$ cat src/rtl/sgpio_frame_gen_pkg.sv
// Shared definitions for the SGPIO frame generator: FSM states, per-drive bit kinds, defaults.
// The optional SDIN capture path is enabled by defining SGPIO_SDIN_EN.
package sgpio_frame_gen_pkg;

    typedef enum logic [1:0] {
        ST_IDLE  = 2'd0,
        ST_LOAD  = 2'd1,
        ST_SHIFT = 2'd2,
        ST_GAP   = 2'd3
    } state_e;

    // Bit-kind codes; they equal the bit positions inside drive_bits_t.
    localparam int unsigned KIND_ACT       = 0;
    localparam int unsigned KIND_LOC       = 1;
    localparam int unsigned KIND_FLT       = 2;
    localparam int unsigned BITS_PER_DRIVE = 3;

    localparam int unsigned DEF_HDD_NUM    = 8;
    localparam int unsigned BIT_CNT_W      = 8;

    typedef struct packed {
        logic flt;
        logic loc;
        logic act;
    } drive_bits_t;

endpackage

$ cat src/rtl/sgpio_clk_div.sv
// SGPIO bit clock generator: SCLK idles high, toggles every CLK_DIV cycles while run_i is set,
// and flags the cycle before each SCLK edge with a one-cycle rise/fall strobe.
module sgpio_clk_div #(
    parameter int unsigned CLK_DIV = 125
) (
    input  logic SYSCLK,
    input  logic RESET_N,
    input  logic run_i,
    output logic sclk_o,
    output logic rise_c_o,
    output logic fall_c_o
);

    localparam int unsigned CNT_W = $clog2(CLK_DIV);

    logic [CNT_W-1:0] cnt_q;
    logic             sclk_q;
    logic             wrap_c;

    assign wrap_c   = run_i && (cnt_q == CNT_W'(CLK_DIV - 1));
    assign fall_c_o = wrap_c && sclk_q;
    assign rise_c_o = wrap_c && !sclk_q;
    assign sclk_o   = sclk_q;

    // Divider is parked at zero with SCLK high whenever the frame engine is idle.
    always_ff @(posedge SYSCLK or negedge RESET_N) begin
        if (!RESET_N) begin
            cnt_q  <= '0;
            sclk_q <= 1'b1;
        end else if (!run_i) begin
            cnt_q  <= '0;
            sclk_q <= 1'b1;
        end else if (wrap_c) begin
            cnt_q  <= '0;
            sclk_q <= ~sclk_q;
        end else begin
            cnt_q  <= cnt_q + CNT_W'(1);
        end
    end

endmodule

$ cat src/rtl/sgpio_frame_gen.sv
// SGPIO initiator: sequences LOAD -> data -> gap frames carrying per-drive ACT/LOC/FLT status.
// Define SGPIO_SDIN_EN to add SDIN capture with SDIN_DATA/SDIN_VLD outputs.
module sgpio_frame_gen
    import sgpio_frame_gen_pkg::*;
#(
    parameter int unsigned HDD_NUM  = DEF_HDD_NUM,
    parameter int unsigned CLK_DIV  = 125,
    parameter int unsigned GAP_BITS = 4
) (
    input  logic                 SYSCLK,
    input  logic                 RESET_N,
    input  logic                 EN,
    input  logic [HDD_NUM-1:0]   ACT_IN,
    input  logic [HDD_NUM-1:0]   LOC_IN,
    input  logic [HDD_NUM-1:0]   FLT_IN,
`ifdef SGPIO_SDIN_EN
    input  logic                 SDIN,
    output logic [3*HDD_NUM-1:0] SDIN_DATA,
    output logic                 SDIN_VLD,
`endif
    output logic                 SCLK,
    output logic                 SLOAD,
    output logic                 SDOUT,
    output logic                 BUSY,
    output logic                 FRAME_DONE
);

    localparam int unsigned NBITS = BITS_PER_DRIVE * HDD_NUM;

    state_e                 state_q, state_d;
    logic [BIT_CNT_W-1:0]   bit_cnt_q, bit_cnt_d;
    logic [NBITS-1:0]       shreg_q, shreg_d;
    logic                   sload_q, sload_d;
    logic                   sdout_q, sdout_d;
    logic                   busy_q, busy_d;
    logic                   done_q, done_d;
    logic                   start_frame;

    logic                   rise_c, fall_c, last_bit_c, last_gap_c;
    drive_bits_t [HDD_NUM-1:0] snap_c;

    sgpio_clk_div #(.CLK_DIV(CLK_DIV)) u_clk_div (
        .SYSCLK   (SYSCLK),
        .RESET_N  (RESET_N),
        .run_i    (state_q != ST_IDLE),
        .sclk_o   (SCLK),
        .rise_c_o (rise_c),
        .fall_c_o (fall_c)
    );

    // Interleave drive status so serial bit 3*i+kind is drive i; drive 0 shifts out first.
    always_comb begin
        snap_c = '0;
        for (int i = 0; i < int'(HDD_NUM); i++) begin
            snap_c[i] = '{flt: FLT_IN[i], loc: LOC_IN[i], act: ACT_IN[i]};
        end
    end

    assign last_bit_c = (bit_cnt_q == BIT_CNT_W'(NBITS - 1));
    assign last_gap_c = (bit_cnt_q == BIT_CNT_W'(GAP_BITS - 1));

    always_comb begin
        state_d     = state_q;
        bit_cnt_d   = bit_cnt_q;
        shreg_d     = shreg_q;
        sload_d     = sload_q;
        sdout_d     = sdout_q;
        done_d      = 1'b0;
        start_frame = 1'b0;

        unique case (state_q)
            ST_IDLE: begin
                if (EN) start_frame = 1'b1;
            end
            ST_LOAD: begin
                if (rise_c) begin
                    state_d = ST_SHIFT;
                    sload_d = 1'b0;
                    sdout_d = shreg_q[0];
                    shreg_d = shreg_q >> 1;
                end
            end
            ST_SHIFT: begin
                if (fall_c && last_bit_c) done_d = 1'b1;
                if (rise_c) begin
                    if (last_bit_c) begin
                        state_d   = ST_GAP;
                        bit_cnt_d = '0;
                        sdout_d   = 1'b0;
                    end else begin
                        bit_cnt_d = bit_cnt_q + BIT_CNT_W'(1);
                        sdout_d   = shreg_q[0];
                        shreg_d   = shreg_q >> 1;
                    end
                end
            end
            ST_GAP: begin
                if (rise_c) begin
                    if (!last_gap_c) begin
                        bit_cnt_d = bit_cnt_q + BIT_CNT_W'(1);
                    end else if (EN) begin
                        start_frame = 1'b1;
                    end else begin
                        state_d = ST_IDLE;
                    end
                end
            end
            default: state_d = ST_IDLE;
        endcase

        // LOAD entry snapshots the status inputs; later input changes wait for the next frame.
        if (start_frame) begin
            state_d   = ST_LOAD;
            bit_cnt_d = '0;
            shreg_d   = snap_c;
            sload_d   = 1'b1;
            sdout_d   = 1'b0;
        end

        busy_d = (state_d != ST_IDLE);
    end

    always_ff @(posedge SYSCLK or negedge RESET_N) begin
        if (!RESET_N) begin
            state_q   <= ST_IDLE;
            bit_cnt_q <= '0;
            shreg_q   <= '0;
            sload_q   <= 1'b0;
            sdout_q   <= 1'b0;
            busy_q    <= 1'b0;
            done_q    <= 1'b0;
        end else begin
            state_q   <= state_d;
            bit_cnt_q <= bit_cnt_d;
            shreg_q   <= shreg_d;
            sload_q   <= sload_d;
            sdout_q   <= sdout_d;
            busy_q    <= busy_d;
            done_q    <= done_d;
        end
    end

    assign SLOAD      = sload_q;
    assign SDOUT      = sdout_q;
    assign BUSY       = busy_q;
    assign FRAME_DONE = done_q;

`ifdef SGPIO_SDIN_EN
    logic [NBITS-1:0] shadow_q, shadow_nxt_c, sdin_data_q;
    logic             sdin_vld_q;
    logic             sample_c;

    // SDIN enters at the MSB so the first sampled bit ends up in bit 0.
    assign sample_c     = fall_c && (state_q == ST_SHIFT);
    assign shadow_nxt_c = {SDIN, shadow_q[NBITS-1:1]};

    always_ff @(posedge SYSCLK or negedge RESET_N) begin
        if (!RESET_N) begin
            shadow_q    <= '0;
            sdin_data_q <= '0;
            sdin_vld_q  <= 1'b0;
        end else begin
            if (sample_c) shadow_q <= shadow_nxt_c;
            if (done_d) sdin_data_q <= shadow_nxt_c;
            sdin_vld_q <= done_d;
        end
    end

    assign SDIN_DATA = sdin_data_q;
    assign SDIN_VLD  = sdin_vld_q;
`endif

endmodule

$ cat config.mk
export PLATFORM = sky130hd
export DESIGN_NAME = sgpio_frame_gen
export DESIGN_NICKNAME = d
export VERILOG_FILES = /design/src/rtl/sgpio_frame_gen_pkg.sv /design/src/rtl/sgpio_clk_div.sv /design/src/rtl/sgpio_frame_gen.sv
export SDC_FILE = /design/constraint.sdc
export NUM_CORES = 1
export LEC_CHECK = 0
export CAP_MARGIN = 20
export CORE_MARGIN = 5
export CORE_UTILIZATION = 45
export DETAILED_ROUTE_END_ITERATION = 8
export PLACE_DENSITY = 0.7
export RECOVER_POWER = 50
export SYNTH_ARGS = -nofsm -noshare
export SYNTH_HDL_FRONTEND = slang
export SYNTH_HIERARCHICAL = 1
export SYNTH_SLANG_ARGS = --single-unit
$ cat constraint.sdc
create_clock -name SYSCLK -period 4.2 [get_ports SYSCLK]
set_clock_uncertainty 0.1 [all_clocks]
set_input_delay 0.63 -clock SYSCLK [delete_from_list [all_inputs] [get_ports SYSCLK]]
set_output_delay 0.63 -clock SYSCLK [all_outputs]
set_load 0.02 [all_outputs]
=== After elaboration in Yosys (flattened, before gate mapping) ===
Index checks and enable logic that the tools add are counted.

* Bits in registers: 46
* Output and inout port bits: 5
* Word-level logic and storage cells: 77

* Equal/unequal tests: 12
* Bitwise gates (word level): 1
* Mux-type cells: 37
* Reductions and logical operators: 16
* $add $sub $neg: 2

{| class="wikitable"
|+ Operator list
! cell !! count
|-
| 24-bit two-way mux || 4
|-
| 24-bit one-hot mux with 2 select lines || 1
|-
| 8-bit two-way mux || 5
|-
| 8-bit one-hot mux with 2 select lines || 1
|-
| 3-bit inequality test (second input constant) || 5
|-
| 1-bit two-way mux || 14
|-
| 2-bit two-way mux || 7
|-
| 7-bit two-way mux || 2
|-
| 8-bit by 1-bit adder with 8-bit output (second input constant) || 1
|-
| 8-bit by 2-bit == test with 1-bit output (second input constant) || 1
|-
| 8-bit by 5-bit == test with 1-bit output (second input constant) || 1
|-
| 4-bit AND reduction || 2
|-
| 2-bit nonzero test || 4
|-
| 7-bit by 1-bit adder with 7-bit output (second input constant) || 1
|-
| 7-bit == test (second input constant) || 1
|-
| 2-bit one-hot mux with 3 select lines || 1
|-
| 3-bit nonzero test || 2
|-
| 2-bit == test (second input constant) || 2
|-
| 1-bit logical AND || 4
|-
| 1-bit one-hot mux with 2 select lines || 2
|-
| 3-bit AND reduction || 1
|-
| 2-bit by 1-bit == test with 1-bit output (second input constant) || 1
|-
| 2-bit zero test || 1
|-
| 2-bit inequality test (second input constant) || 1
|-
| 3 further kinds || 3
|}

=== Depth between registers and ports, before layout ===
* Depth after elaboration: 7
* Depth in mapped cells: 11
* Gate-level depth less buffers: 10

=== By module ===
Netlist, hierarchy kept.

{| class="wikitable"
|+ By module, submodules not included
! module !! cells each !! area each (sq um) !! times used
|-
| sgpio_frame_gen || 198 || 2031.9 || 1
|-
| sgpio_clk_div || 42 || 404.1 || 1
|}

=== Worst setup path before layout ===
OpenSTA, ideal clock, no wires.

* Kind: flip-flop to flip-flop
* Start: reg state_q[0]
* End: reg bit_cnt_q[7]
* Path slack: 1.511 ns
* Data required time: 3.982 ns
* Data arrival time: 2.471 ns
* Stages on the path, launching flop included: 11
* Cell sequence: dfrtp_1 inv_1 ha_1 inv_1 inv_1 nor4_1 o21ai_0 a31oi_2 nor2_1 a21o_1 a21o_1

* Cells in the longest elaborated chain, start to end: 7
* Elaborated cells on any way between the ends: 15
* Those cells by class: eq/ne: 5; mux: 4; reduce/logical: 6

{| class="wikitable"
|+ Ends and longest elaborated chain
! element !! line !! source
|-
| start: declaration || sgpio_frame_gen.sv:30 || <nowiki>state_e state_q, state_d;</nowiki>
|-
| start signal: assignment || sgpio_frame_gen.sv:133 || <nowiki>state_q <= state_d;</nowiki>
|-
| 2-bit nonzero test (*) || sgpio_frame_gen.sv:45 || <nowiki>.run_i (state_q != ST_IDLE),</nowiki>
|-
| 1-bit logical AND (*) || sgpio_clk_div.sv:20 || <nowiki>assign wrap_c = run_i && (cnt_q == CNT_W'(CLK_DIV - 1));</nowiki>
|-
| 1-bit logical AND (*) || sgpio_clk_div.sv:22 || <nowiki>assign rise_c_o = wrap_c && !sclk_q;</nowiki>
|-
| net rise_c || sgpio_frame_gen.sv:39 || <nowiki>logic rise_c, fall_c, last_bit_c, last_gap_c;</nowiki>
|-
| 1-bit two-way mux || sgpio_frame_gen.sv:98 || <nowiki>if (rise_c) begin</nowiki>
|-
| 1-bit one-hot mux with 2 select lines || sgpio_frame_gen.sv:71 || <nowiki>unique case (state_q)</nowiki>
|-
| 3-bit inequality test (no line) or 3-bit nonzero test (tied branches) || - ||
|-
| 4-bit AND reduction (no line) || - ||
|-
| end signal: assignment || sgpio_frame_gen.sv:134 || <nowiki>bit_cnt_q <= bit_cnt_d;</nowiki>
|-
| end: declaration || sgpio_frame_gen.sv:31 || <nowiki>logic [BIT_CNT_W-1:0] bit_cnt_q, bit_cnt_d;</nowiki>
|}

The timed path passes the listed nets; every way through them passes the cells marked *.
A chain may end at the register's enable or synchronous reset.

=== Worst setup path after layout ===
* Start: reg state_q[0]
* End: reg shreg_q[3]

* Cells in the longest elaborated chain, start to end: 7
* Elaborated cells on any way between the ends: 16
* Those cells by class: eq/ne: 6; mux: 4; reduce/logical: 6

{| class="wikitable"
|+ Ends and longest elaborated chain
! element !! line !! source
|-
| 2-bit nonzero test (*) || sgpio_frame_gen.sv:45 ||
|-
| 1-bit logical AND (*) || sgpio_clk_div.sv:20 ||
|-
| 1-bit logical AND (*) || sgpio_clk_div.sv:22 ||
|-
| net rise_c || sgpio_frame_gen.sv:39 ||
|-
| 1-bit two-way mux || sgpio_frame_gen.sv:98 ||
|-
| 1-bit one-hot mux with 2 select lines || sgpio_frame_gen.sv:71 ||
|-
| 3-bit inequality test (no line) or 3-bit nonzero test (tied branches) || - ||
|-
| 4-bit AND reduction (no line) || - ||
|-
| end signal: assignment || sgpio_frame_gen.sv:135 || <nowiki>shreg_q <= shreg_d;</nowiki>
|-
| end: declaration || sgpio_frame_gen.sv:32 || <nowiki>logic [NBITS-1:0] shreg_q, shreg_d;</nowiki>
|}

Marked as above.

==> impl_metrics.env <==
export IMPL_outcome="completed"
export IMPL_synth_edf_count=0
export IMPL_clk_pin_slew_ps=80
export IMPL_synth_cell_type_count=49
export IMPL_synth_warnings=6
export IMPL_grt_pass1_wl_microns=8142
export IMPL_fp_coreArea_sq_um=5172
export IMPL_place_hpwl_microns=3205
export IMPL_io_buffers=31
export IMPL_p_leak_nw=1.098
export IMPL_fin_tns_setup_ps=0
export IMPL_fmax_mhz=300.6
export IMPL_path_class="reg -> reg"
export IMPL_min_delay_start="SLOAD"
export IMPL_cell_internal_pwr_mw=0.9807
export IMPL_diodes=0
export IMPL_hold_violations=0
export IMPL_period_share_pct=79.21
export IMPL_path_common_cell="inv_1"
export IMPL_gp_routability_congestion=0.8444
export IMPL_path_max_fanout=24
export IMPL_cts_hold_buf=0
export IMPL_drtIter0Drc=39
export IMPL_yosysTopAreaCell="dfrtp_1"
export IMPL_wirelength_microns=4531
export IMPL_switching_power_mw=0.5853
export IMPL_boundaryPins=32
export IMPL_slew_headroom_pct=15.54
export IMPL_slowest_stage="nor4_1"
export IMPL_hold_end="SLOAD"
export IMPL_drive_gt1_share_pct=8.029
export IMPL_grt_usage_pct=13.95
export IMPL_clk_latency_ps=300
export IMPL_critPathCaptureType="flip-flop"
export IMPL_postSynth_asyncResetShare_pct=100.0
export IMPL_syn_nets=275
export IMPL_cts_resized=0
export IMPL_nNetsFinal=308
export IMPL_ir_worst_vdd_v=0.0002755
export IMPL_pwr_share_comb_pct=37.4
export IMPL_cts_made_buffers=5
export IMPL_ys_ff_latch=46
export IMPL_rsz0062_at_grt="no"
export IMPL_cts_tree="done"
export IMPL_die_x_microns=83.58
export IMPL_post_cts_buffers=0
export IMPL_crit_chain="inv_1 > ha_1 > inv_1 > inv_1 > nor4_1 > o21ai_0 > nor2_8 > mux2i_1 > o21ai_0"
export IMPL_route_vias_total=1765
export IMPL_die_h_microns=83.58
export IMPL_critPathRequiredTime_ps=4270
export IMPL_routedWlPerCell_microns=13.17
export IMPL_grt_met3_usage_pct=4.541
export IMPL_synth_area_per_cell_sq_um=10.15
export IMPL_ant_nets=0
export IMPL_p_per_area_nw_per_um2=546.3
export IMPL_root_buffer="clkbuf_8"
export IMPL_holdWs_ps=379.2
export IMPL_cp_arrival_ps=3400
export IMPL_p_seq_share_pct=45.0
export IMPL_clock_sinks=46
export IMPL_grt_pass1_vias=1805
export IMPL_yosysSeqAreaShare_pct=47.30
export IMPL_reg2reg_depth=9
export IMPL_timing_rr_end="shreg_q[3]"
export IMPL_grt_overflow_total=0
export IMPL_num_rows=26
export IMPL_drv_cap=0
export IMPL_hold_path_depth=1
export IMPL_max_stage_delay_ps=700
export IMPL_timing_rr_start="state_q[0]"
export IMPL_synthesis_area_sq_um=2436
export IMPL_synth_ff_type="dfrtp_1"
export IMPL_rrSetupSlack_ps=870
export IMPL_die_area_sq_um=6985
export IMPL_worst_pin_slew_ps=1267
export IMPL_met2_usage_pct=22.05
export IMPL_cp_start_kind="flip-flop"
export IMPL_routed_via_density=5.131
export IMPL_clkPwrFrac_pct=17.5
export IMPL_post_route_min_period_ps=3327
export IMPL_h_tree_depth=2
export IMPL_initial_core_util_pct=47.10
export IMPL_area_delta_synth_final_pct=17.67
export IMPL_use_met1_pct=18.02
export IMPL_synth_area_leaders="dfrtp_1 46%, mux2i_1 9.9%, nand2_1 5.2%, o21ai_0 4.7%, ha_1 4.1%"
export IMPL_fin_util_pct=55.42
export IMPL_final_max_slew_violation_count=0
export IMPL_ctsLongestPathBuffers=2
export IMPL_setup_viol=0
export IMPL_grt_max_degree=47
export IMPL_netlist_instances=240
export IMPL_yosysTopAreaCellShare_pct=46.22
export IMPL_hold_class="reg -> reg"
export IMPL_switching_share_pct=37.37
export IMPL_antenna_found_initial=0
export IMPL_drtPass1Iterations=6
export IMPL_route_detailed_drc=0
export IMPL_busiest_layer="met2"
-- stage by stage --
stage / setup slack [ps] / total power, mW / instances / cell area, sq um
2_1_floorplan: 1511 / 1.160 / 240 / 2436
5_1_grt: 610.8 / 1.718 / 344 / 2867
4_1_cts: 878.9 / 1.591 / 343 / 2868
3_5_place_dp: 870.6 / 1.308 / 335 / 2776
6_report: 873.3 / 1.566 / 344 / 2867
3_3_place_gp: 1049 / 1.291 / 335 / 2776
-- Yosys cell counts (3+ instances only) --
| cell | count |
|---|---|
| dfrtp_1 | 45 |
| nand2_1 | 34 |
| mux2i_1 | 24 |
| o21ai_0 | 23 |
| nor2_1 | 14 |
| inv_1 | 10 |
| a21oi_1 | 8 |
| ha_1 | 8 |
| nand3_1 | 8 |
| o21ai_1 | 8 |
| a21o_1 | 3 |
| nor2b_1 | 3 |
| or3_1 | 3 |
-- worst max-delay path by stage --
stage               slack [ps]        from  cells after the start           end
floorplan                 1510  state_q[0]                     10  bit_cnt_q[7]
global placement          1050  state_q[0]                      9   shreg_q[19]
CTS                        880  state_q[0]                      9    shreg_q[3]
global route               610  state_q[0]                      9    shreg_q[2]
detailed placement         870  state_q[0]                      9    shreg_q[3]
finish                     870  state_q[0]                      9    shreg_q[3]
-- cells in the final DEF, fill, tap and decap left out, types with 6 or more instances in the layout --
cell	instances
o21ai_1	8
dfrtp_1	45
o21ai_0	24
clkbuf_8	6
nand3_1	8
inv_1	10
mux2i_1	24
nor2_1	14
clkdlybuf4s50_1	30
a21oi_1	8
nand2_1	34
ha_1	8
-- kinds of logic after synthesis --
logic type / after synthesis / synth area share [%]
and+or+nand+nor: 82 / 18.13
muxes: 24 / 9.861
xor gates and xnor gates: 4 / 1.438
buffers and inverters: 17 / 4.006
AOI/OAI and AO/OA: 59 / 15.15
adders and majority gates: 8 / 4.109
DFF: 46 / 47.30
-- worst max-delay path: cells and delay by family, from the launching register on --
kind | cells | cell delay, ps
fa+ha+maj | 1 | 220
mux | 1 | 270
buf+inv | 3 | 370
flops | 1 | 410
simple gates | 2 | 1230
compound gates | 2 | 600
-- routing by layer --
metal	wire length, microns	vias to the layer above	part of all wire [%]
met5	0	-	0
met4	50	0	1.1
met3	223	6	4.9
met2	2041	40	45
met1	2216	804	49
li1	-	915	-
-- sequential cells by signal, indices dropped and copies added (netlist names) --
| signal | flops |
|---|---|
| shreg_q | 24 |
| FRAME_DONE | 1 |
| u_clk_div/sclk_o | 1 |
| state_q | 2 |
| SDOUT | 1 |
| u_clk_div/cnt_q | 7 |
| SLOAD | 1 |
| bit_cnt_q | 8 |
| BUSY | 1 |
-- cell type report --
class                   instances  area, sq um
flip-flops and latches         46         1152
fillers                       446         2306
clock inverters                 1        5.005
inverters                      10        37.54
well taps                      70        87.58
clock buffers                   7        86.33
multi-input cells             177         1182
repair buffers                 33        315.3
-- power groups by stage --
stage / clock (mW) / combinational (mW) / sequential [mW]
2_1_floorplan: 0 / 0.467 / 0.693
5_1_grt: 0.310 / 0.680 / 0.728
4_1_cts: 0.290 / 0.596 / 0.705
3_3_place_gp: 0 / 0.580 / 0.711
3_5_place_dp: 0 / 0.594 / 0.715
6_report: 0.275 / 0.586 / 0.705
Power figures use the tool's default switching activity.
